<file path="config.mk">
export PLATFORM = sky130hd
export DESIGN_NAME = multicycle_control_fsm_flat
export DESIGN_NICKNAME = d
export VERILOG_FILES = /design/src/rtl/multicycle_control_fsm_pkg.sv /design/src/rtl/multicycle_control_fsm_if.sv /design/src/rtl/multicycle_control_fsm.sv /design/src/flat_wrapper.sv
export SDC_FILE = /design/constraint.sdc
export NUM_CORES = 1
export LEC_CHECK = 0
export CAP_MARGIN = 40
export CORE_UTILIZATION = 39
export CTS_CLUSTER_DIAMETER = 40
export DETAILED_ROUTE_END_ITERATION = 8
export PLACE_DENSITY = 0.81
export SETUP_SLACK_MARGIN = 0.4
export SLEW_MARGIN = 20
export SYNTH_ARGS = -nofsm -noshare
export SYNTH_HDL_FRONTEND = slang
export SYNTH_SLANG_ARGS = --single-unit
</file>
<file path="constraint.sdc">
create_clock -name clk -period 1.7 [get_ports clk]
set_clock_uncertainty 0.15 [all_clocks]
set_input_delay 0.17 -clock clk [delete_from_list [all_inputs] [get_ports clk]]
set_output_delay 0.17 -clock clk [all_outputs]
set_load 0.02 [all_outputs]
</file>
<file path="src/rtl/multicycle_control_fsm_pkg.sv">
// Shared encodings for the multi-cycle MIPS main controller:
// opcodes, funct codes, ALU/mux selects and the state enumeration.
package mips_ctrl_pkg;

  localparam logic [5:0] OP_RTYPE = 6'd0;
  localparam logic [5:0] OP_J     = 6'd2;
  localparam logic [5:0] OP_BEQ   = 6'd4;
  localparam logic [5:0] OP_ORI   = 6'd13;
  localparam logic [5:0] OP_LW    = 6'd35;
  localparam logic [5:0] OP_SW    = 6'd43;

  localparam logic [5:0] FN_SLL = 6'd0;
  localparam logic [5:0] FN_JR  = 6'd8;

  localparam logic [2:0] ALUOP_ADD   = 3'd0;
  localparam logic [2:0] ALUOP_SUB   = 3'd1;
  localparam logic [2:0] ALUOP_RTYPE = 3'd2;
  localparam logic [2:0] ALUOP_OR    = 3'd3;
  localparam logic [2:0] ALUOP_SLL   = 3'd4;

  localparam logic [1:0] SRCB_B     = 2'b00;
  localparam logic [1:0] SRCB_FOUR  = 2'b01;
  localparam logic [1:0] SRCB_IMM   = 2'b10;
  localparam logic [1:0] SRCB_IMMSH = 2'b11;

  localparam logic [1:0] PCSRC_ALU    = 2'b00;
  localparam logic [1:0] PCSRC_ALUOUT = 2'b01;
  localparam logic [1:0] PCSRC_JUMP   = 2'b10;
  localparam logic [1:0] PCSRC_REGA   = 2'b11;

  typedef enum logic [3:0] {
    FETCH     = 4'd0,
    DECODE    = 4'd1,
    MEM_ADDR  = 4'd2,
    MEM_READ  = 4'd3,
    MEM_WB    = 4'd4,
    MEM_WRITE = 4'd5,
    R_EXEC    = 4'd6,
    R_WB      = 4'd7,
    BRANCH    = 4'd8,
    JUMP      = 4'd9,
    JR        = 4'd10,
    ORI_EXEC  = 4'd11,
    ORI_WB    = 4'd12,
    HALT      = 4'd13
  } state_t;

endpackage

</file>
<file path="src/rtl/multicycle_control_fsm_if.sv">
// Controller <-> datapath bundle: instruction fields and memory handshake in,
// mux selects and write enables out.
interface multicycle_control_fsm_if;
  logic [5:0] opcode;
  logic [5:0] funct;
  logic       mem_ready;
  logic       PcWrite;
  logic       PcWriteCond;
  logic       IorD;
  logic       MemRead;
  logic       MemWrite;
  logic       IrWrite;
  logic       MemToReg;
  logic       RegDst;
  logic       RegWrite;
  logic       AluSrcA;
  logic [1:0] AluSrcB;
  logic       ExtOp;
  logic [1:0] PcSource;
  logic [2:0] AluOp;
  logic       instr_done;
  logic       illegal_op;

  modport master (
    input  opcode, funct, mem_ready,
    output PcWrite, PcWriteCond, IorD, MemRead, MemWrite, IrWrite, MemToReg,
           RegDst, RegWrite, AluSrcA, AluSrcB, ExtOp, PcSource, AluOp,
           instr_done, illegal_op
  );

  modport slave (
    output opcode, funct, mem_ready,
    input  PcWrite, PcWriteCond, IorD, MemRead, MemWrite, IrWrite, MemToReg,
           RegDst, RegWrite, AluSrcA, AluSrcB, ExtOp, PcSource, AluOp,
           instr_done, illegal_op
  );
endinterface

</file>
<file path="src/rtl/multicycle_control_fsm.sv">
// Moore main controller for the multi-cycle MIPS datapath: state register,
// next-state logic and state-decoded control outputs.
module multicycle_control_fsm
  import mips_ctrl_pkg::*;
#(
  parameter int STATE_W      = 4,
  parameter bit ILLEGAL_HALT = 1'b0
) (
  input  logic                 clk,
  input  logic                 reset,
  multicycle_control_fsm_if.master bus,
  output logic [STATE_W-1:0]   state_o
);

  state_t state, next;

  always_ff @(posedge clk) begin
    if (reset) state <= FETCH;
    else       state <= next;
  end

  always_comb begin
    next = FETCH;
    case (state)
      FETCH:     next = bus.mem_ready ? DECODE : FETCH;
      DECODE: begin
        case (bus.opcode)
          OP_LW, OP_SW: next = MEM_ADDR;
          OP_RTYPE:     next = (bus.funct == FN_JR) ? JR : R_EXEC;
          OP_BEQ:       next = BRANCH;
          OP_J:         next = JUMP;
          OP_ORI:       next = ORI_EXEC;
          default:      next = ILLEGAL_HALT ? HALT : FETCH;
        endcase
      end
      MEM_ADDR:  next = (bus.opcode == OP_SW) ? MEM_WRITE : MEM_READ;
      MEM_READ:  next = bus.mem_ready ? MEM_WB : MEM_READ;
      MEM_WRITE: next = bus.mem_ready ? FETCH : MEM_WRITE;
      R_EXEC:    next = R_WB;
      ORI_EXEC:  next = ORI_WB;
      HALT:      next = HALT;
      default:   next = FETCH;
    endcase
  end

  // Outputs are forced low while reset is high so an aborted access never writes.
  always_comb begin
    bus.PcWrite     = 1'b0;
    bus.PcWriteCond = 1'b0;
    bus.IorD        = 1'b0;
    bus.MemRead     = 1'b0;
    bus.MemWrite    = 1'b0;
    bus.IrWrite     = 1'b0;
    bus.MemToReg    = 1'b0;
    bus.RegDst      = 1'b0;
    bus.RegWrite    = 1'b0;
    bus.AluSrcA     = 1'b0;
    bus.AluSrcB     = SRCB_B;
    bus.ExtOp       = 1'b1;
    bus.PcSource    = PCSRC_ALU;
    bus.AluOp       = ALUOP_ADD;
    bus.instr_done  = 1'b0;
    bus.illegal_op  = 1'b0;
    if (reset) begin
      bus.ExtOp = 1'b0;
    end else begin
      case (state)
        FETCH: begin
          bus.MemRead = 1'b1;
          bus.AluSrcB = SRCB_FOUR;
          bus.IrWrite = bus.mem_ready;
          bus.PcWrite = bus.mem_ready;
        end
        DECODE: begin
          bus.AluSrcB = SRCB_IMMSH;
          case (bus.opcode)
            OP_LW, OP_SW, OP_RTYPE, OP_BEQ, OP_J, OP_ORI: bus.illegal_op = 1'b0;
            default:                                      bus.illegal_op = 1'b1;
          endcase
        end
        MEM_ADDR: begin
          bus.AluSrcA = 1'b1;
          bus.AluSrcB = SRCB_IMM;
        end
        MEM_READ: begin
          bus.MemRead = 1'b1;
          bus.IorD    = 1'b1;
        end
        MEM_WB: begin
          bus.MemToReg   = 1'b1;
          bus.RegWrite   = 1'b1;
          bus.instr_done = 1'b1;
        end
        MEM_WRITE: begin
          bus.MemWrite   = 1'b1;
          bus.IorD       = 1'b1;
          bus.instr_done = bus.mem_ready;
        end
        R_EXEC: begin
          bus.AluSrcA = 1'b1;
          bus.AluOp   = (bus.funct == FN_SLL) ? ALUOP_SLL : ALUOP_RTYPE;
        end
        R_WB: begin
          bus.RegDst     = 1'b1;
          bus.RegWrite   = 1'b1;
          bus.instr_done = 1'b1;
        end
        BRANCH: begin
          bus.AluSrcA     = 1'b1;
          bus.AluOp       = ALUOP_SUB;
          bus.PcWriteCond = 1'b1;
          bus.PcSource    = PCSRC_ALUOUT;
          bus.instr_done  = 1'b1;
        end
        JUMP: begin
          bus.PcWrite    = 1'b1;
          bus.PcSource   = PCSRC_JUMP;
          bus.instr_done = 1'b1;
        end
        JR: begin
          bus.PcWrite    = 1'b1;
          bus.PcSource   = PCSRC_REGA;
          bus.instr_done = 1'b1;
        end
        ORI_EXEC: begin
          bus.AluSrcA = 1'b1;
          bus.AluSrcB = SRCB_IMM;
          bus.ExtOp   = 1'b0;
          bus.AluOp   = ALUOP_OR;
        end
        ORI_WB: begin
          bus.RegWrite   = 1'b1;
          bus.instr_done = 1'b1;
        end
        HALT:    bus.ExtOp = 1'b0;
        default: ;
      endcase
    end
  end

  assign state_o = reset ? STATE_W'(FETCH) : STATE_W'(state);

endmodule
</file>
<file path="src/flat_wrapper.sv">
// flat-port wrapper written by rule: the top's interface ports become plain ports
module multicycle_control_fsm_flat import mips_ctrl_pkg::*;
#(
  parameter int STATE_W      = 4,
  parameter bit ILLEGAL_HALT = 1'b0
)
  (clk, reset, state_o, bus_opcode, bus_funct, bus_mem_ready, bus_PcWrite, bus_PcWriteCond, bus_IorD, bus_MemRead, bus_MemWrite, bus_IrWrite, bus_MemToReg, bus_RegDst, bus_RegWrite, bus_AluSrcA, bus_AluSrcB, bus_ExtOp, bus_PcSource, bus_AluOp, bus_instr_done, bus_illegal_op);
  multicycle_control_fsm_if bus_i ();
  input  logic clk;
  input  logic reset;
  output logic [STATE_W-1:0] state_o;
  input wire logic [$bits(bus_i.opcode)-1:0] bus_opcode;
  input wire logic [$bits(bus_i.funct)-1:0] bus_funct;
  input wire logic [$bits(bus_i.mem_ready)-1:0] bus_mem_ready;
  output wire logic [$bits(bus_i.PcWrite)-1:0] bus_PcWrite;
  output wire logic [$bits(bus_i.PcWriteCond)-1:0] bus_PcWriteCond;
  output wire logic [$bits(bus_i.IorD)-1:0] bus_IorD;
  output wire logic [$bits(bus_i.MemRead)-1:0] bus_MemRead;
  output wire logic [$bits(bus_i.MemWrite)-1:0] bus_MemWrite;
  output wire logic [$bits(bus_i.IrWrite)-1:0] bus_IrWrite;
  output wire logic [$bits(bus_i.MemToReg)-1:0] bus_MemToReg;
  output wire logic [$bits(bus_i.RegDst)-1:0] bus_RegDst;
  output wire logic [$bits(bus_i.RegWrite)-1:0] bus_RegWrite;
  output wire logic [$bits(bus_i.AluSrcA)-1:0] bus_AluSrcA;
  output wire logic [$bits(bus_i.AluSrcB)-1:0] bus_AluSrcB;
  output wire logic [$bits(bus_i.ExtOp)-1:0] bus_ExtOp;
  output wire logic [$bits(bus_i.PcSource)-1:0] bus_PcSource;
  output wire logic [$bits(bus_i.AluOp)-1:0] bus_AluOp;
  output wire logic [$bits(bus_i.instr_done)-1:0] bus_instr_done;
  output wire logic [$bits(bus_i.illegal_op)-1:0] bus_illegal_op;
  assign bus_i.opcode = bus_opcode;
  assign bus_i.funct = bus_funct;
  assign bus_i.mem_ready = bus_mem_ready;
  assign bus_PcWrite = bus_i.PcWrite;
  assign bus_PcWriteCond = bus_i.PcWriteCond;
  assign bus_IorD = bus_i.IorD;
  assign bus_MemRead = bus_i.MemRead;
  assign bus_MemWrite = bus_i.MemWrite;
  assign bus_IrWrite = bus_i.IrWrite;
  assign bus_MemToReg = bus_i.MemToReg;
  assign bus_RegDst = bus_i.RegDst;
  assign bus_RegWrite = bus_i.RegWrite;
  assign bus_AluSrcA = bus_i.AluSrcA;
  assign bus_AluSrcB = bus_i.AluSrcB;
  assign bus_ExtOp = bus_i.ExtOp;
  assign bus_PcSource = bus_i.PcSource;
  assign bus_AluOp = bus_i.AluOp;
  assign bus_instr_done = bus_i.instr_done;
  assign bus_illegal_op = bus_i.illegal_op;
  multicycle_control_fsm #(.STATE_W(STATE_W), .ILLEGAL_HALT(ILLEGAL_HALT)) u_core (.clk(clk), .reset(reset), .bus(bus_i), .state_o(state_o));
endmodule
</file>
==> run_results.csv, run 1 <==
group,metric,value,unit
synth,synth-compound-area-share,0.257,
die,chipHeight,46.3,um
status,status,"did not finish",
synth,synthArstFlopShare,0,
die,rows,15,
synth,synthMuxAreaShare,0,
die,ioPinCount,39,
die,die_x,46.3,um
synth,ys_seq_area_frac,0.105,
status,error,"[ERROR DPL-0033] detailed placement checks failed during check placement.",
synth,synthCells,117,
synth,synth-adder-area-share,0,
synth,yosys_warnings,0,
status,haltStage,"3_5_place_dp",
synth,synth-edff-count,0,
synth,ys_ff_latch,4,
synth,syn_area_per_cell,6.53,um2
placement,io_buffer_count,38,
synth,synth_xor_area_frac,0.0344,
synth,synth_top_family_by_area,"simple AND/OR/NAND/NOR gates",
synth,synth_cell_types,39,
synth,syn_area,764,um2
placement,gp_congestion,0.916,
placement,place_hpwl,3320,um
synth,synth_flop_cell,"dfxtp_1",
synth,synthSimpleGateAreaFrac,0.504,
die,initial_utilization,0.429,
synth,syn_nets,132,
## per-stage QoR
step | hold slack (ps) | cells | setup slack (ps) | area [um2] | TNS, ps
after floorplan | 178 | 117 | 191 | 1060 | 0
after global placement | 597 | 221 | -684 | 1720 | -10560
## Yosys cell counts (all sizes together) (3+ instances only)
cell,instances,area (um2)
nor4,4,25.0
nor2b,5,31.3
nand3b,4,30.0
nand2,8,30.0
buf,5,30.0
nor3,8,40.0
clkbuf,6,42.5
a211oi,3,22.5
dfxtp,4,80.1
nor2,16,60.1
a21oi,9,45.0
and2b,3,26.3
nand2b,7,43.8
and3,4,25.0
## logic make-up after synthesis
group / count (synthesis)
and+or+nand+nor: 69
AOI/OAI and AO/OA: 29
buffers and inverters: 12
DFF: 4
xor gates and xnor gates: 3
==> inputs of run 2 (changes only) <==
--- a/config.mk
+++ b/config.mk
@@ -6,11 +6,10 @@
 export NUM_CORES = 1
 export LEC_CHECK = 0
 export CAP_MARGIN = 40
-export CORE_UTILIZATION = 39
-export CTS_CLUSTER_DIAMETER = 40
+export CORE_AREA = 2 2 63 65
 export DETAILED_ROUTE_END_ITERATION = 8
-export PLACE_DENSITY = 0.81
-export SETUP_SLACK_MARGIN = 0.4
+export DIE_AREA = 0 0 65 67
+export PLACE_DENSITY_LB_ADDON = 0.15
 export SLEW_MARGIN = 20
 export SYNTH_ARGS = -nofsm -noshare
 export SYNTH_HDL_FRONTEND = slang
==> run 2 against run 1 <==
The run now ends clean; area after synthesis did not move; synthesized cell count did not move.
==> run_results.csv, run 2 <==
group,metric,value,unit
timing,min_period,1690,ps
critical_path,worst_path_max_delay_cell,"or3_1",
pwr,p_seq_frac,0.189,
clock_tree,clock-root-buffer,"clkbuf_8",
route,via_per_inst,4.84,
route,wl_met1,1490,um
finish,fin_util,0.471,
timing,slew_viol_final,0,
clock_tree,insertion_delay,220,ps
synth,synth_flop_cell,"dfxtp_1",
min_path,hold_path.class,"input pin to flop",
timing,fmax,592,MHz
global_routing,antenna_found_initial,0,
synth,synth_cell_types,39,
critical_path,reg2reg_depth,6,
timing,whs,327,ps
route,met3_length,101,um
timing,period_share,0.993,
timing,slew-limit-headroom,0.780,
critical_path,r2r_slack,10,ps
global_routing,grt_pass1_vias,1099,
route,top_layer_used,"met3",
critical_path,critical_path.startpoint,"u_core.state[3]$_SDFF_PP0_",
pwr,pwr_density_cell,304,nW/um2
synth,ys_top_cells_by_count,"16 x nor2_1, 9 x a21oi_1, 8 x nand2_1, 8 x nor3_1, 7 x nand2b_1",
route,drcViolationCount,0,
route,ant_nets,0,
route,wl_met2,1730,um
clock_tree,cts_sinks,4,
placement,place_ws,-773,ps
pwr,p_leak,0.785,nW
synth,ys_ff_latch,4,
pwr,p_clk_frac,0.393,
synth,synthCells,117,
synth,syn_area,764,um2
critical_path,crit_family,"simple AND/OR/NAND/NOR gates",
synth,yosys_warnings,0,
critical_path,crit_path_end_kind,"flop",
pwr,intPower,0.360,mW
finish,largest_register_ffs,4,
placement,io_buffer_count,38,
synth,syn_area_per_cell,6.53,um2
timing,rsz0062_at_grt,"yes",
finish,layout-drive-gt1-share,0.602,
synth,synth-edff-count,0,
finish,fin_area,1700,um2
critical_path,cpPeakStageDelay,390,ps
critical_path,cp_max_fo,7,
global_routing,grt_max_degree,13,
global_routing,grt_usage,0.146,
pwr,power.switching,0.157,mW
finish,area_delta_synth_final,122,%
global_routing,grt_overflow,0,
critical_path,cp_cell_sequence,"buf_6 -> buf_8 -> nor3_4 -> nand2_1 -> or3_1 -> o22ai_1",
critical_path,endpoint,"u_core.state[3]$_SDFF_PP0_",
clock_tree,cts_tree,"yes",
pwr,vdd_drop_max,0.121,mV
placement,gp_congestion,0.843,
synth,ys_seq_area_frac,0.105,
clock_tree,cts.clk_slew.worst_paths,30,ps
status,status,"finished clean",
route,drt-initial-drc-count,76,
critical_path,cp_data_arrival_time,1670,ps
timing,worst_slack,12.2,ps
finish,antenna_cells,0,
pwr,p_sw_frac,0.303,
die,rows,22,
route,wire_per_inst,13.4,um
route,first_pass_iters,4,
pwr,pwr-share-comb,0.417,
critical_path,critPathKind,"flop to flop",
route,vias,1204,
pwr,p_total,0.517,mW
die,core_area,3610,um2
die,chipHeight,67,um
critical_path,path_buf_inv,2,
finish,layout_commonest_cell,"buf_4",
die,die_area,4360,um2
synth,syn_nets,132,
synth,synth_largest_area_cell,"dfxtp_1",
critical_path,cp.depth,6,
timing,hold_violations,0,
timing,finalSetupViolations,0,
finish,top_register,"u_core.state",
die,die_x,65,um
critical_path,r2r_end,"u_core.state[3]$_SDFF_PP0_",
global_routing,grt_pass1_wl,5000,um
route,wirelength,3330,um
timing,tightest_slew,326,ps
critical_path,worstReg2RegStart,"u_core.state[3]$_SDFF_PP0_",
synth,synth_top_area_frac,0.105,
placement,place_hpwl,2540,um
job,drv_cap,0,
synth,synthTopCellsByArea,"dfxtp_1 10%, nor2_1 7.9%, a21oi_1 5.9%",
die,initial_utilization,0.212,
finish,layout_common_cells,"48 x buf_4, 17 x buf_2, 11 x nor2_1",
die,ioPinCount,39,
clock_tree,cts_buffers,3,
finish,top_regs,"u_core.state x4",
critical_path,cp.required,1690,ps
critical_path,cp-start-kind,"flop",
finish,final_nets,218,
clock_tree,clk_path_buf_depth,2,
placement,placed_area,1490,um2
synth,synthArstFlopShare,0,
synth,synth_most_common_cell,"nor2_1",
clock_tree,htree_num_levels,1,
[run 2: cell counts after synthesis]
No cell type changed its count.
[run 2: worst min-delay path by stage]
stage,start,endpoint,slack (ps),cells after the start
after floorplan,bus_mem_ready,u_core.state[0]$_SDFF_PP0_,190,2
final,bus_opcode[3],u_core.state[3]$_SDFF_PP0_,330,5
after global placement,u_core.state[3]$_SDFF_PP0_,u_core.state[3]$_SDFF_PP0_,630,4
after CTS,bus_opcode[0],u_core.state[1]$_SDFF_PP0_,320,4
after global routing,bus_opcode[3],u_core.state[3]$_SDFF_PP0_,350,5
after detailed placement,u_core.state[3]$_SDFF_PP0_,u_core.state[3]$_SDFF_PP0_,610,4
[run 2: kinds of logic after synthesis]
| kind of cell | count (synthesis) | synth area share |
|---|---|---|
| xor gates and xnor gates | 3 | 0.0344 |
| and+or+nand+nor | 69 | 0.504 |
| buffers and inverters | 12 | 0.0998 |
| AOI/OAI and AO/OA | 29 | 0.257 |
| DFF | 4 | 0.105 |
[run 2: stage by stage]
step | setup TNS (ps) | std cells
6_report | 0 | 249
4_1_cts | 0 | 242
3_5_place_dp | -10150 | 236
3_3_place_gp | -10060 | 236
2_1_floorplan | -177 | 117
5_1_grt | -190 | 249
[run 2: final cells by class]
type | count | area, um2
tap | 48 | 60.1
sequential | 4 | 95.1
timing repair buffer | 92 | 736
fill | 369 | 1910
inverter | 1 | 3.75
clock buffer | 3 | 41.3
multi-input combinational | 101 | 762
[run 2: layer usage]
metal / global-route usage / vias up
met5: 0 / -
met4: 0.0426 / 0
met3: 0.0118 / 0
met2: 0.267 / 30
met1: 0.181 / 573
li1: - / 601
[run 2: repair_timing]
item,in CTS,in global routing
endpoints found under the setup margin,28,21
buffers inserted,3,8
pin swaps,10,17
gates resized for setup,133,38
hold buffers,0,0
[run 2: power by group through the flow]
stage / clock [mW] / combinational, mW / sequential [mW]
3_3_place_gp: 0 / 0.201 / 0.103
4_1_cts: 0.206 / 0.201 / 0.0970
3_5_place_dp: 0 / 0.203 / 0.103
6_report: 0.203 / 0.216 / 0.0979
5_1_grt: 0.216 / 0.233 / 0.0986
2_1_floorplan: 0 / 0.0827 / 0.0992
[run 2: worst register-to-register path, delay by kind of cell, from the launching register on]
| family | cells | cell delay (ps) |
|---|---|---|
| simple gates | 3 | 680 |
| flops | 1 | 350 |
| compound gates | 1 | 160 |
| buf+inv | 2 | 270 |
Power figures use the tool's default switching activity.
